## src/rtl/fetch_stage.sv

```systemverilog
// Instruction-fetch stage with IF/ID register: owns the PC, talks to instruction memory over a
// req/ready handshake with wait states, and squashes wrong-path fetches on decode redirects.
module fetch_stage #(
  parameter logic [31:0] RESET_PC = 32'h0000_0000
) (
  input  logic        clk,
  input  logic        reset,
  input  logic        stallD,
  input  logic        pcsrcD,
  input  logic        jumpD,
  input  logic [31:0] pcbranchD,
  output logic        imem_req,
  output logic [31:0] imem_addr,
  input  logic        imem_ready,
  input  logic [31:0] imem_rdata,
  output logic [31:0] instrD,
  output logic [31:0] pcplus4D,
  output logic        validD,
  output logic [5:0]  opD,
  output logic [5:0]  functD,
  output logic        busyF
);

  typedef enum logic [1:0] {
    StFetch = 2'd0,
    StHold  = 2'd1,
    StDrain = 2'd2
  } state_e;

  state_e      state_q, state_d;
  logic [31:0] pc_q, pc_d;
  logic [31:0] instr_q, instr_d;
  logic [31:0] pcplus4_q, pcplus4_d;
  logic        valid_q, valid_d;
  logic [31:0] buf_q, buf_d;
  logic [31:0] pend_q, pend_d;

  logic        redir;
  logic [31:0] target;
  logic [31:0] pc_plus4;
  logic        d_bubble, d_mem, d_buf;

  assign redir    = valid_q & ~stallD & (pcsrcD | jumpD);
  assign target   = jumpD ? {pcplus4_q[31:28], instr_q[25:0], 2'b00} : pcbranchD;
  assign pc_plus4 = pc_q + 32'd4;

  // State register
  always_ff @(posedge clk) begin
    if (reset) begin
      state_q <= StFetch;
    end else begin
      state_q <= state_d;
    end
  end

  // Next-state logic
  always_comb begin
    state_d = state_q;
    case (state_q)
      StFetch: begin
        if (imem_ready) begin
          if (!redir && stallD) state_d = StHold;
        end else if (redir) begin
          state_d = StDrain;
        end
      end
      StHold:  if (!stallD) state_d = StFetch;
      StDrain: if (imem_ready) state_d = StFetch;
      default: state_d = StFetch;
    endcase
  end

  // Output logic
  always_comb begin
    imem_req = 1'b1;
    busyF    = 1'b0;
    case (state_q)
      StFetch: busyF = ~imem_ready;
      StHold:  imem_req = 1'b0;
      StDrain: busyF = 1'b1;
      default: ;
    endcase
  end

  // The PC doubles as the address register, so it stays put while a request is waiting or draining.
  assign imem_addr = pc_q;

  // PC, capture buffer and pending-redirect updates, plus what the IF/ID register loads.
  always_comb begin
    pc_d     = pc_q;
    buf_d    = buf_q;
    pend_d   = pend_q;
    d_bubble = 1'b0;
    d_mem    = 1'b0;
    d_buf    = 1'b0;
    case (state_q)
      StFetch: begin
        if (imem_ready) begin
          if (redir) begin
            pc_d     = target;
            d_bubble = 1'b1;
          end else if (stallD) begin
            buf_d = imem_rdata;
            pc_d  = pc_plus4;
          end else begin
            d_mem = 1'b1;
            pc_d  = pc_plus4;
          end
        end else if (redir) begin
          pend_d   = target;
          d_bubble = 1'b1;
        end else begin
          d_bubble = ~stallD;
        end
      end
      StHold: begin
        if (!stallD) begin
          if (redir) begin
            pc_d     = target;
            d_bubble = 1'b1;
          end else begin
            d_buf = 1'b1;
          end
        end
      end
      StDrain: begin
        // Completing the abandoned request is the redirect itself, so it is not held by a stall.
        if (imem_ready) pc_d = pend_q;
        d_bubble = ~stallD;
      end
      default: ;
    endcase
  end

  always_comb begin
    instr_d   = instr_q;
    pcplus4_d = pcplus4_q;
    valid_d   = valid_q;
    if (d_bubble) begin
      instr_d   = 32'h0;
      pcplus4_d = 32'h0;
      valid_d   = 1'b0;
    end else if (d_mem) begin
      instr_d   = imem_rdata;
      pcplus4_d = pc_plus4;
      valid_d   = 1'b1;
    end else if (d_buf) begin
      // pc_q already advanced past the buffered word when it was captured.
      instr_d   = buf_q;
      pcplus4_d = pc_q;
      valid_d   = 1'b1;
    end
  end

  always_ff @(posedge clk) begin
    if (reset) begin
      pc_q      <= RESET_PC;
      instr_q   <= 32'h0;
      pcplus4_q <= 32'h0;
      valid_q   <= 1'b0;
      buf_q     <= 32'h0;
      pend_q    <= 32'h0;
    end else begin
      pc_q      <= pc_d;
      instr_q   <= instr_d;
      pcplus4_q <= pcplus4_d;
      valid_q   <= valid_d;
      buf_q     <= buf_d;
      pend_q    <= pend_d;
    end
  end

  assign instrD   = instr_q;
  assign pcplus4D = pcplus4_q;
  assign validD   = valid_q;
  assign opD      = instr_q[31:26];
  assign functD   = instr_q[5:0];

endmodule

```

## config.mk

```make
export PLATFORM = sky130hd
export DESIGN_NAME = fetch_stage
export DESIGN_NICKNAME = d
export VERILOG_FILES = /design/src/rtl/fetch_stage.sv
export SDC_FILE = /design/constraint.sdc
export NUM_CORES = 1
export LEC_CHECK = 0
export ABC_CLOCK_PERIOD_IN_PS = 3420
export BUFFER_PORTS_ARGS = -buffer_cell sky130_fd_sc_hd__clkbuf_2
export CAP_MARGIN = 20
export CORE_MARGIN = 5
export CORE_UTILIZATION = 55
export CTS_CLUSTER_SIZE = 14
export DETAILED_ROUTE_END_ITERATION = 10
export PLACE_DENSITY = 0.85
export SYNTH_ARGS = -nofsm -noshare
export SYNTH_HDL_FRONTEND = slang
export SYNTH_SLANG_ARGS = --single-unit
export TNS_END_PERCENT = 1
```

## constraint.sdc

```tcl
create_clock -name clk -period 3.42 [get_ports clk]
set_clock_uncertainty 0.05 [all_clocks]
set_input_delay 0.684 -clock clk [delete_from_list [all_inputs] [get_ports clk]]
set_output_delay 0.684 -clock clk [all_outputs]
set_load 0.02 [all_outputs]
```

; ---- Yosys cells after proc, flatten, opt, wreduce, memory -nomap -nowiden
; Index checks and enable logic that the tools add are counted.
; Widths: inputs -> output; s select.
[word_totals]
ram_bits = 0
romBits = 0
latchBits = 0
word_cells = 65
mem_count = 0
reg_bits = 163
inputBits = 70
[op_classes]
n_div = 0
n_addsub = 1
n_bitwise = 6
n_mul = 0
magnitude_cmp = 0
n_mux = 33
shifts = 0
n_eq_ne = 8
n_reduce_logical = 10
[ops]
columns = cell, n
row1 = $mux 32, 10
row2 = $pmux 32 s3, 1
row3 = $add 32x3->32 const B, 1
row4 = $mux 1, 14
row5 = $mux 2, 5
row6 = $ne 2x2->1 const B, 4
row7 = $reduce_and 4->1, 2
row8 = $ne 3x3->1 const B, 2
row9 = $pmux 2 s3, 1
row10 = $reduce_and 5->1, 1
row11 = $not 1->1, 3
row12 = $pmux 1 s3, 1
row13 = $reduce_and 3->1, 1
row14 = $reduce_bool 3->1, 1
row15 = $and 1x1->1, 2
row16 = $eq 2x1->1 const B, 1
row17 = $eq 2x2->1 const B, 1
row18 = $logic_not 2->1, 1
row19 = $pmux 1 s2, 1
row20 = $reduce_bool 2->1, 1
row21 = $reduce_or 2->1, 1
row22 = $logic_and 1x1->1, 1
row23 = $logic_not 1->1, 1
row24 = $or 1x1->1, 1

; ---- Logic depth before layout (Yosys ltp)
[depth]
ltp_word = 8
depth_mapped = 11
mapped_depth_nobuf = 7

; ---- Worst setup path before layout
; Ideal clock, no wire load.
[synth_timing]
path_kind = reg2reg
from = register pc_q[2] (netlist: imem_addr[2])
to = register pc_q[28] (netlist: imem_addr[28])
n_path_buf = 1
period_less_slack_ns = 2.651
path_stages_with_launch = 8
setup_time_ns = 0.117
path_slack_ns = 0.769
arrival_time_ns = 2.484
cell_sequence = dfxtp_1 ha_1 nand4_4 or4_4 buf_6 nor4_1 o21ai_0 a32o_1
[synth_between]
elab_chain_cells = 4
[synth_rtl]
columns = element, line_no
row1 = start: declaration, 31  ; logic [31:0] pc_q, pc_d;
row2 = start signal: assignment, 164  ; pc_q <= pc_d;
row3 = $add 32x3->32, 45  ; assign pc_plus4 = pc_q + 32'd4;
row4 = $mux 32, 99  ; if (redir) begin
row5 = $mux 32, 98  ; if (imem_ready) begin
row6 = $pmux 32 s3, 96  ; case (state_q)
; No other way between the ends. The select of a mux whose other input is x is not followed.
; A chain may end at the register's enable or synchronous reset.

; ---- Worst setup path in the final report
; Ends and elaborated chain as after synthesis.

==> impl_metrics.ini <==
[status]
status = finished, final reports clean

[global_route]
antenna_found_initial = 0
grt.total_usage = 0.269
grt_pass1_wl_mm = 39.2
grt_max_degree = 61
first_global_vias = 7492
grt.overflow.total = 0

[detailed_routing]
met3WireLength_mm = 2.03
postRouteAntennaNets = 0
drt-total-wl_mm = 24.4
top_layer_used = met4
route.vias.total = 8126
wl_per_cell_um = 18.4
wl_met1_mm = 10.3
dr_wl_met2_mm = 11.5
routed_via_density = 6.11
drt_iter0_markers = 1007
post-route-drc-count = 0
dr.pass1.iters = 5

[cts]
insertion_delay_ps = 420
cts_buffers = 17
cts_tree = done
cts_hold_buf = 0
cts_resized = 0
clock-sinks = 163
postCtsSetupRepairBufs = 0
cts.path.max_buffers = 2
clkTransAtPathRegs_ps = 60
ctsRootBufferMaster = clkbuf_16
htree_levels = 4

[sta]
finalCriticalPeriod_ps = 2950
final_max_slew_viol_count = 0
tightest_slew_ps = 1060
setup_viol = 0
finalHoldViolCount = 0
setup_tns_ps = 0
relSlewSlack = 0.290
fin_crit_sh = 0.863
grt_setup_unrepaired = no
max_freq_mhz = 339

[synthesis]
syn_nets = 1082
synth_cell_types = 68
yosys.area.top_type_share = 0.401
synth_edf_count = 0
ys_seq_area_frac = 0.401
yosysWarnings = 0
synth_top_area_cell = dfxtp_1
syn_avg_cell_area_sq_um = 8.08
synth-seq-cells = 163
ys_top_cells_by_area = dfxtp_1 (40%), mux2i_1 (8.5%), a211oi_1 (6.8%)
postSynthCellCount = 1007
synthesis.area_sq_um = 8140
async_flop_share = 0
ys.flop_type = dfxtp_1

[critical_path]
r2r-start = imem_addr[2]
cp.required_ps = 3680
endpoint_kind = flip-flop
r2r_cells = 6
cp_data_arrival_time_ps = 3210
crit_slowest_cell = or4_4
max_stage_delay_ps = 670
critical_path.cell_chain = ha_1 > nand4_4 > or4_4 > nor4_1 > o21ai_0 > a32o_1
rr_endpoint = imem_addr[28]
ff2ff_setup_slack_ps = 470
cp-start-kind = flip-flop
path_max_fanout = 10
path_class = reg -> reg

[finish]
final_common_cell = clkbuf_2
fillCellCount = 1272
multiInputGateArea_sq_um = 4410
ff_latch_area_sq_um = 3260
syn_to_final_growth_pct = 18.4
final_cell_mix = clkbuf_2 (179), dfxtp_1 (163), nand2_1 (126)
num_antenna_cells = 0
fin_cells = 1329
fin_nets = 1207
drive_gt1_frac = 0.220

[pwr]
clock_power_share = 0.388
power_switching_uw = 1400
switching_share = 0.293
total_power_uw = 4770
p_leak_uw = 0.00394
pwr-share-seq = 0.442
power_frac_comb = 0.170
intPower_uw = 3370
vdd_drop_max_mv = 0.321
power_per_cell_area_nw_per_um2 = 495

[die]
die_area_sq_um = 17300
io_pins = 181
die_y_um = 132
start_util = 0.560
fp.coreArea_sq_um = 14500
rows = 44
die_x_um = 132

[worst_hold_path]
hold_path_depth = 2
min-delay-path-class = reg -> reg
min_to = buf_q[31]
holdCritStartpoint = buf_q[31]

[placement]
dp_cells = 1297
dpl.hpwl_mm = 16.9
io_buffers = 180
gp_congestion = 0.951

[job]
maxCapViolations = 0
==> stage by stage <==
step                      utilization  setup WS [ps]  hold WS [ps]  area [sq um]
after floorplan                     -            769           386          8140
after global placement          0.624            601           391          9070
after detailed placement        0.624            533           396          9070
after CTS                       0.663            542           404          9640
after global routing            0.663            354           420          9640
final                           0.663            468           404          9640
==> registers in the layout (all words and copies together), names as in the netlist <==
| register | cells |
|---|---|
| buf_q | 32 |
| imem_addr | 32 |
| instrD | 32 |
| pcplus4D | 32 |
| pend_q | 32 |
| state_q | 2 |
| validD | 1 |
==> how the worst max path moves through the flow <==
stage,end,startpoint
global placement,imem_addr[28],imem_addr[2]
CTS,imem_addr[28],imem_addr[2]
finish,imem_addr[28],imem_addr[2]
floorplan,imem_addr[28],imem_addr[2]
global route,imem_addr[28],imem_addr[3]
detailed placement,imem_addr[28],imem_addr[2]
==> per-layer routing <==
layer | vias to the layer above | track usage
met3 | 53 | 0.0608
met1 | 3764 | 0.353
met5 | - | 0
met2 | 418 | 0.434
li1 | 3891 | -
met4 | 0 | 0.0989
==> power by group through the flow <==
stage / clock network [uW] / registers (uW) / logic [uW]
2_1_floorplan: 0 / 2200 / 474
3_3_place_gp: 0 / 2140 / 786
3_5_place_dp: 0 / 2150 / 802
4_1_cts: 1860 / 2110 / 808
5_1_grt: 1950 / 2120 / 875
6_report: 1850 / 2110 / 814
==> logic make-up after synthesis <==
family / after synthesis / share of synthesized area
compound gates: 289 / 0.231
simple gates: 353 / 0.200
fa+ha+maj: 5 / 0.00769
mux: 73 / 0.0904
flops: 163 / 0.401
buf+inv: 116 / 0.0612
xor+xnor: 8 / 0.00861
==> cell type report <==
type                       instances  share of cell area
clock buffer                      23              0.0475
clock inverter                     9              0.0110
inverter                          16             0.00623
multi-input combinational        728               0.457
sequential                       163               0.339
tap                              184              0.0239
timing repair buffer             206               0.115
==> worst max-delay path, delay by kind of cell (launching register included) <==
kind	cells	cell delay, ps
flip-flops	1	540
AND/OR/NAND/NOR	3	1420
AO/OA/AOI/OAI	2	420
adder cells (fa/ha/maj)	1	400
==> cell usage after synthesis (4+ instances only) <==
cell type	n
a211oi_1	74
a21oi_1	84
a22oi_1	7
a31oi_1	16
a32o_1	4
a32oi_1	5
and2_1	8
and3_1	6
buf_1	7
buf_2	7
buf_4	12
clkbuf_1	72
dfxtp_1	163
ha_1	5
inv_1	16
mux2_2	4
mux2i_1	69
nand2_1	126
nand3_1	21
nand4_1	12
nor2_1	114
nor2b_1	6
nor3_1	17
nor4_1	13
o2111ai_1	8
o21ai_0	50
o32ai_1	5
or2_2	4
or3_1	5
xor2_1	5
(Power assumes the default switching activity.)
